===== config.mk =====
export PLATFORM = sky130hd
export DESIGN_NAME = issue_queue
export DESIGN_NICKNAME = d
export VERILOG_FILES = /design/src/rtl/iq_pkg.sv /design/src/rtl/issue_queue_priority_encoder.sv /design/src/rtl/issue_queue.sv
export SDC_FILE = /design/constraint.sdc
export NUM_CORES = 1
export LEC_CHECK = 0
export ABC_AREA = 1
export CELL_PAD_IN_SITES_DETAIL_PLACEMENT = 1
export CELL_PAD_IN_SITES_GLOBAL_PLACEMENT = 1
export CORE_UTILIZATION = 27
export CTS_CLUSTER_SIZE = 40
export DETAILED_ROUTE_END_ITERATION = 12
export GPL_TIMING_DRIVEN = 0
export PLACE_DENSITY = 0.56
export RECOVER_POWER = 25
export SYNTH_ARGS = -nofsm -noshare
export SYNTH_HDL_FRONTEND = slang
export SYNTH_HIERARCHICAL = 1
export SYNTH_SLANG_ARGS = --single-unit

===== constraint.sdc =====
create_clock -name clk_i -period 2.95 [get_ports clk_i]
set_input_delay 0.59 -clock clk_i [delete_from_list [all_inputs] [get_ports clk_i]]
set_output_delay 0.59 -clock clk_i [all_outputs]
set_load 0.05 [all_outputs]

===== src/rtl/iq_pkg.sv =====
// Shared widths and the per-slot record for the issue queue.
package iq_pkg;

    localparam int IQ_TAG_W     = 6;
    localparam int IQ_PAYLOAD_W = 32;

    typedef struct packed {
        logic                    valid;
        logic [IQ_PAYLOAD_W-1:0] payload;
        logic [IQ_TAG_W-1:0]     src1_tag;
        logic                    src1_rdy;
        logic [IQ_TAG_W-1:0]     src2_tag;
        logic                    src2_rdy;
        logic [IQ_TAG_W-1:0]     dst;
    } iq_entry_t;

endpackage


===== src/rtl/issue_queue_priority_encoder.sv =====
// MSB-first priority encoder: reports the highest set request bit.
module priority_encoder #(
    parameter int N = 8,
    parameter int W = (N > 1) ? $clog2(N) : 1
) (
    input  logic [N-1:0] req,
    output logic [W-1:0] idx,
    output logic         found
);

    // Ascending scan so the last (highest) set bit overwrites lower ones.
    always_comb begin
        idx   = '0;
        found = 1'b0;
        for (int i = 0; i < N; i++) begin
            if (req[i]) begin
                idx   = i[W-1:0];
                found = 1'b1;
            end
        end
    end

endmodule


===== src/rtl/issue_queue.sv =====
// Reservation station: holds dispatched ops until both sources are ready,
// wakes them from CDB broadcasts and issues the highest ready slot per cycle.
module issue_queue
    import iq_pkg::*;
#(
    parameter int N_ENTRIES = 8,
    parameter int TAG_W     = IQ_TAG_W,
    parameter int PAYLOAD_W = IQ_PAYLOAD_W,
    parameter int CNT_W     = $clog2(N_ENTRIES + 1)
) (
    input  logic                 clk_i,
    input  logic                 rst_ni,
    input  logic                 flush_i,
    input  logic                 disp_valid_i,
    output logic                 disp_ready_o,
    input  logic [PAYLOAD_W-1:0] disp_payload_i,
    input  logic [TAG_W-1:0]     disp_src1_tag_i,
    input  logic                 disp_src1_rdy_i,
    input  logic [TAG_W-1:0]     disp_src2_tag_i,
    input  logic                 disp_src2_rdy_i,
    input  logic [TAG_W-1:0]     disp_dst_tag_i,
    input  logic                 cdb_valid_i,
    input  logic [TAG_W-1:0]     cdb_tag_i,
    output logic                 iss_valid_o,
    input  logic                 iss_ready_i,
    output logic [PAYLOAD_W-1:0] iss_payload_o,
    output logic [TAG_W-1:0]     iss_dst_tag_o,
    output logic [CNT_W-1:0]     count_o
);

    localparam int IDX_W = $clog2(N_ENTRIES);

    iq_entry_t            entries [N_ENTRIES];
    logic [N_ENTRIES-1:0] free;
    logic [N_ENTRIES-1:0] eligible;
    logic [IDX_W-1:0]     alloc_idx;
    logic [IDX_W-1:0]     sel_idx;
    logic                 free_any;
    logic                 elig_any;
    logic                 do_disp;
    logic                 do_iss;
    logic [CNT_W-1:0]     count;
    iq_entry_t            new_entry;

    always_comb begin
        for (int i = 0; i < N_ENTRIES; i++) begin
            free[i]     = ~entries[i].valid;
            eligible[i] = entries[i].valid & entries[i].src1_rdy & entries[i].src2_rdy;
        end
    end

    priority_encoder #(.N(N_ENTRIES), .W(IDX_W)) u_alloc_enc (
        .req   (free),
        .idx   (alloc_idx),
        .found (free_any)
    );

    priority_encoder #(.N(N_ENTRIES), .W(IDX_W)) u_sel_enc (
        .req   (eligible),
        .idx   (sel_idx),
        .found (elig_any)
    );

    assign disp_ready_o  = free_any;
    assign iss_valid_o   = elig_any;
    assign iss_payload_o = elig_any ? entries[sel_idx].payload : '0;
    assign iss_dst_tag_o = elig_any ? entries[sel_idx].dst : '0;
    assign count_o       = count;

    // Flush squashes both handshakes, so the FU must drop anything it saw this cycle.
    assign do_disp = disp_valid_i & free_any & ~flush_i;
    assign do_iss  = elig_any & iss_ready_i & ~flush_i;

    // A tag produced in the same cycle as dispatch is captured as already ready.
    always_comb begin
        new_entry          = '0;
        new_entry.valid    = 1'b1;
        new_entry.payload  = disp_payload_i;
        new_entry.src1_tag = disp_src1_tag_i;
        new_entry.src1_rdy = disp_src1_rdy_i | (cdb_valid_i & (cdb_tag_i == disp_src1_tag_i));
        new_entry.src2_tag = disp_src2_tag_i;
        new_entry.src2_rdy = disp_src2_rdy_i | (cdb_valid_i & (cdb_tag_i == disp_src2_tag_i));
        new_entry.dst      = disp_dst_tag_i;
    end

    always_ff @(posedge clk_i or negedge rst_ni) begin
        if (!rst_ni) begin
            for (int i = 0; i < N_ENTRIES; i++) begin
                entries[i] <= '0;
            end
            count <= '0;
        end else if (flush_i) begin
            for (int i = 0; i < N_ENTRIES; i++) begin
                entries[i].valid <= 1'b0;
            end
            count <= '0;
        end else begin
            for (int i = 0; i < N_ENTRIES; i++) begin
                if (cdb_valid_i && entries[i].valid) begin
                    if (entries[i].src1_tag == cdb_tag_i) entries[i].src1_rdy <= 1'b1;
                    if (entries[i].src2_tag == cdb_tag_i) entries[i].src2_rdy <= 1'b1;
                end
            end
            // Issue slot is valid and alloc slot is free, so they never collide.
            if (do_iss)  entries[sel_idx].valid <= 1'b0;
            if (do_disp) entries[alloc_idx]     <= new_entry;
            if (do_disp && !do_iss)      count <= count + 1'b1;
            else if (!do_disp && do_iss) count <= count - 1'b1;
        end
    end

endmodule


After elaboration in Yosys (flattened, before gate mapping) --
Index checks and enable logic that the tools add are counted.
Cells by class: add/subtract/negate cells 2, multiply operators 0, div/mod/pow operators 0, $lt $le $gt $ge 4, equal/unequal tests 18, shift-type cells 0, mux-type cells 103, bitwise logic cells 27, reduce and logical (&&, ||, !) cells 15
Operators by type and width (count):
- $mux 424 | 3
- $bwmux 424 | 2
- $demux 53 s3 | 2
- $bmux 53 s3 | 1
- $eq 6x6->1 | 18
- $mux 53 | 2
- $mux 52 | 2
- $mux 1 | 74
- $mux 32 | 1
- $mux 3 | 8
- $and 1x1->1 | 22
- $logic_and 1x1->1 | 12
- $mux 4 | 3
- $ge 4x4->1 const B | 2
- $lt 4x1->1 const B | 2
- $mux 2 | 4
- $not 3->4 | 2
- $mux 6 | 1
- $add 4x1->4 const B | 1
- $sub 4x1->4 const B | 1
- $reduce_bool 3->1 | 1
- $logic_not 1->1 | 2
- $or 1x1->1 | 2
- $not 1->1 | 1
Storage, ports and cells: flip-flop bits (word level) 428, bits in latches 0, RAM bits 0, ROM bits 0, output and inout port bits 44, memories 0

Longest topological paths before layout --
word-level depth 20, depth in mapped cells 18, gate-level depth less buffers 16

Hierarchy --
The synthesis kept the hierarchy.
Modules (own cells, without submodules):
- issue_queue | times used 1, cells an instance 2518, area each 19924.1 sq um
- priority_encoder | times used 2, cells an instance 20, area each 77.6 sq um

Worst setup path before layout --
No wires, ideal clock.
path kind flip-flop to output port, start reg entries[324] (netlist bit), end out iss_dst_tag_o[1], arrival time 2.517 ns, required time 2.360 ns, slack -0.157 ns, stages on the path, launching flop included 15, buffers on the path 2, cell sequence dfrtp_1 -> and3_1 -> nand2_1 -> nand2_1 -> nand2_1 -> nand2_1 -> nand2_1 -> nand2_1 -> inv_2 -> buf_2 -> clkbuf_1 -> nand2_1 -> a21oi_1 -> o21ai_0 -> a21oi_1
On the way: cells in the longest elaborated chain, start to end 13, elaborated cells on any way between the ends 20, those cells by class mux (18); bitwise (2)
Ends and longest elaborated chain:
- start, declared | RTL line issue_queue.sv:33 | iq_entry_t entries [N_ENTRIES];
- start signal, assigned by index | RTL line issue_queue.sv:106 | if (do_disp) entries[alloc_idx] <= new_entry;
- $and 1x1->1 | RTL line issue_queue.sv:48 | eligible[i] = entries[i].valid & entries[i].src1_rdy & entries[i].src2_rdy;
- via eligible[1] | RTL line issue_queue.sv:35 | logic [N_ENTRIES-1:0] eligible;
- $mux 1 | RTL line issue_queue_priority_encoder.sv:16 | if (req[i]) begin
- $mux 2 (2 in series) | RTL line issue_queue_priority_encoder.sv:16
- $mux 3 (4 in series) | RTL line issue_queue_priority_encoder.sv:16
- via sel_idx[0] | RTL line issue_queue.sv:37 | logic [IDX_W-1:0] sel_idx;
- $not 3->4 (not written as such) | RTL line issue_queue.sv:67 | assign iss_dst_tag_o = elig_any ? entries[sel_idx].dst : '0;
- $bmux 53 s3 | RTL line issue_queue.sv:67
- $mux 52 (not written as such) (2 in series) | RTL line issue_queue.sv:67
- $mux 6 | RTL line issue_queue.sv:67
- end, declared | RTL line issue_queue.sv:27 | output logic [TAG_W-1:0] iss_dst_tag_o,
The timed path passes the listed nets, and every way through them passes these cells. The select of a mux whose other input is x is not followed.

Worst setup path after layout --
start reg entries[105] (netlist bit), end out iss_dst_tag_o[4]
On the way: cells in the longest elaborated chain, start to end 9, elaborated cells on any way between the ends 11, those cells by class mux (8); bitwise (3)
Ends and longest elaborated chain (RTL line):
- $and 1x1->1 (2 in series) | issue_queue.sv:48
- via eligible[6] | issue_queue.sv:35
- $mux 3 (2 in series) | issue_queue_priority_encoder.sv:16
- via sel_idx[1] | issue_queue.sv:37
- $not 3->4 (not written as such) | issue_queue.sv:67
- $bmux 53 s3 | issue_queue.sv:67
- $mux 52 (not written as such) (2 in series) | issue_queue.sv:67
- $mux 6 | issue_queue.sv:67
The timed path passes the listed nets, and every way through them passes these cells. The select of a mux whose other input is x is not followed.

==> impl_metrics.toml <==
[drt]
drtIter0Drc = 1351
drt-total-wl_um = 93440
vias = 19230
antenna_left = 0
dr.pass1.iters = 9
viasPerCell = 5.076
wire_per_inst_um = 24.66
drc = 12

[sta]
fin_crit_ns = 3.622
hold_violations = 0
maxSlewHeadroom_pct = -81.52
setup_slack_ns = -0.6723
report.final.slew_viol_count = 97
fmax_ghz = 0.2761
setup_violations = 92
period_share_pct = 122.8
rsz0062_at_grt = "yes"
tightest_slew_ns = 2.723
skew_ns = 0.01502

[worst_hold_path]
hold_class = "in -> reg"
min_path_cells = 3

[clock_tree]
htree_num_levels = 2
cts-hold-fix-buffers = 0
cts_tree = "built"
cts_max_path_buffers = 3
clk_pin_slew_ns = 0.07
clk-insertion-delay-late_ns = 0.62
cts_buffers = 52
cts_root_buf = "clkbuf_16"
cts_sinks = 428

[global_routing]
overflow = 0
grt_max_degree = 117
grt_pass1_vias = 19950
antenna_found_initial = 2
grt_first_pass_wirelength_um = 136600
track_usage_pct = 24.79

[setup_path]
critPathLaunch = "entries[105]"
r2r_slack_ns = 0.10
worstPathCellList = "and3_4, nor2_4, nand2_4, buf_6, nor3_4, buf_8, buf_12, nand2_1, nand2_1, nor2_1, a21oi_4, buf_6"
end_kind = "primary output"
r2r_start = "entries[317]"
startpoint_type = "register"
crit_path_max_fanout = 8
criticalPathCategory = "reg -> out"
endpoint = "iss_dst_tag_o[4]"
slowest_stage = "dfrtp_2"
critical_path.max_stage_delay_ns = 0.45
r2r-end = "entries[172]"
reg2reg_depth = 15
worst_ep_required_time_ns = 2.36
crit_arrival_ns = 3.03

[synth]
synthCells = 2558
ys_warn_count = 6
ys_seq_elements = 428
avgSynthCellArea_sq_um = 7.850
syn_area_sq_um = 20080
syn_nets = 2625
synthFlopType = "dfrtp_1"
synthArstFlopShare_pct = 100.0
yosysUniqueCellTypes = 35
synth_edf_count = 0
seq_area_frac_synth_pct = 53.34

[power]
powerDensity_nw_per_um2 = 564.3
power_leakage_nw = 12.15
peakVddDrop_v = 0.0003280
p_total_mw = 14.94

[placed_design]
gp_routability_congestion = 0.8930
numPortBuffers = 104
place_hpwl_um = 61120

[cells_and_area]
postLayoutCoreUtil_pct = 36.11
nets = 2858
drive_above_1_share_pct = 17.18
fillCellCount = 8653
area_delta_synth_final_pct = 31.87

[die]
fp.dieH_um = 274.7
start_util_pct = 27.38
io_pins = 108
die_area_sq_um = 75460
die_x_um = 274.7
core_sq_um = 73330
rows = 99

[run_status]
violations = "DRC, capacitance limit, slew limit, setup timing"
outcome = "finished with violations"

[run]
max_cap_violations = 1
==> where the power goes <==
part	total (mW)	switching, mW	leakage, nW	internal [mW]
sequential	6.50	0.234	5.52	6.26
combinational	1.61	1.06	5.76	0.548
clock	6.84	2.76	0.877	4.07
==> per-stage QoR <==
stage	cell area, sq um	std cells	TNS, ns	setup slack, ns	hold WS (ns)
after global placement	22390	3621	-8080.09	-18.78	0.4643
after global routing	26480	3788	-140.68	-0.6927	0.3226
after detailed placement	22480	3624	-91.14	-2.078	0.4732
after floorplan	20150	2558	-1.905	-0.1445	0.2944
final	26480	3789	-21.51	-0.6723	0.3088
after CTS	25720	3767	-18.51	-0.5557	0.03258
==> critical path, delay by kind of cell, from the launching register on <==
family	cells	cell delay, ns
flops	1	0.45
simple gates	7	1.04
buf+inv	4	0.66
compound gates	1	0.25
==> what timing repair did <==
item                                    in CTS  in global routing
pin swaps                                   55                 75
resized for setup                          551                181
endpoints found under the hold margin        0                  0
gates cloned                                 8                  1
endpoints found under the setup margin     138                167
setup buffers                               43                 22
==> flip-flops by register name, summed over array words and instances (netlist names) <==
register and flops:
entries 424, count_o 4
==> cells in the mapped netlist, types with 4 or more instances <==
master / count / area (sq um)
nor3_1: 7 / 35.03
o21ai_1: 32 / 160.2
buf_1: 14 / 52.55
and3_1: 5 / 31.28
nand3_1: 65 / 325.3
nor2_1: 104 / 390.4
nand2_1: 925 / 3472
o22ai_1: 17 / 106.4
clkinv_1: 4 / 15.01
xor2_1: 22 / 192.7
o21a_1: 6 / 45.04
o21ai_0: 429 / 2147
dfrtp_1: 428 / 10710
buf_2: 27 / 135.1
inv_1: 192 / 720.7
clkbuf_1: 99 / 371.6
nand4_1: 12 / 75.07
o2bb2ai_1: 9 / 78.83
a21oi_1: 105 / 525.5
xnor2_1: 24 / 210.2
inv_2: 7 / 26.28
==> area by class of cell <==
cell class                 instances  area [sq um]  area share [%]
inverter                         204         834.6           3.152
tap                              959          1200           4.531
antenna                            1         2.502        0.009450
buffer                           143          1125           4.248
multi-input combinational       1782          8881           33.54
timing repair buffer             180          1924           7.267
clock buffer                      77          1555           5.873
clock inverter                    15         237.7          0.8978
sequential                       428         10720           40.48
==> per-layer routing <==
| layer | GRT usage (%) | vias to the layer above | part of all wire [%] | routed length, um |
|---|---|---|---|---|
| li1 | - | 8652 | - | - |
| met4 | 9.152 | 0 | 3.5 | 3261 |
| met1 | 32.98 | 10010 | 44 | 41190 |
| met2 | 41.35 | 436 | 48 | 45270 |
| met3 | 2.784 | 138 | 4.0 | 3721 |
| met5 | 0 | - | 0 | 0 |
==> placed cells by master (no fill, tap or decap), types with 9 or more instances in the layout <==
master	count
a21oi_1	33
a21oi_2	66
buf_12	20
buf_2	19
buf_4	50
buf_6	52
clkbuf_1	62
clkbuf_16	63
clkbuf_2	28
clkbuf_8	24
clkdlybuf4s50_1	63
dfrtp_1	421
inv_1	186
nand2_1	879
nand2_2	24
nand2_4	19
nand3_1	62
nand4_1	12
nor2_1	90
nor2_2	9
o21ai_0	399
o21ai_1	43
o21ai_2	19
o22ai_1	13
xnor2_1	24
xor2_1	22
==> logic make-up (layout without fill, tap and decap cells) <==
logic type,count (synthesis),count (layout),share of synthesized area [%]
AOI/OAI and AO/OA,609,609,15.65
adders and majority gates,3,3,0.2243
other,0,1,0
and+or+nand+nor,1124,1124,21.96
DFF,428,428,53.34
xor gates and xnor gates,46,46,2.006
buffers and inverters,348,619,6.817
==> worst min path at each step <==
stage / from / to
6_report: flush_i / entries[13]
5_1_grt: flush_i / entries[66]
4_1_cts: rst_ni / entries[9]
3_5_place_dp: entries[217] / entries[217]
3_3_place_gp: entries[278] / entries[278]
2_1_floorplan: rst_ni / count_o[0]
Power figures use the tool's default switching activity.
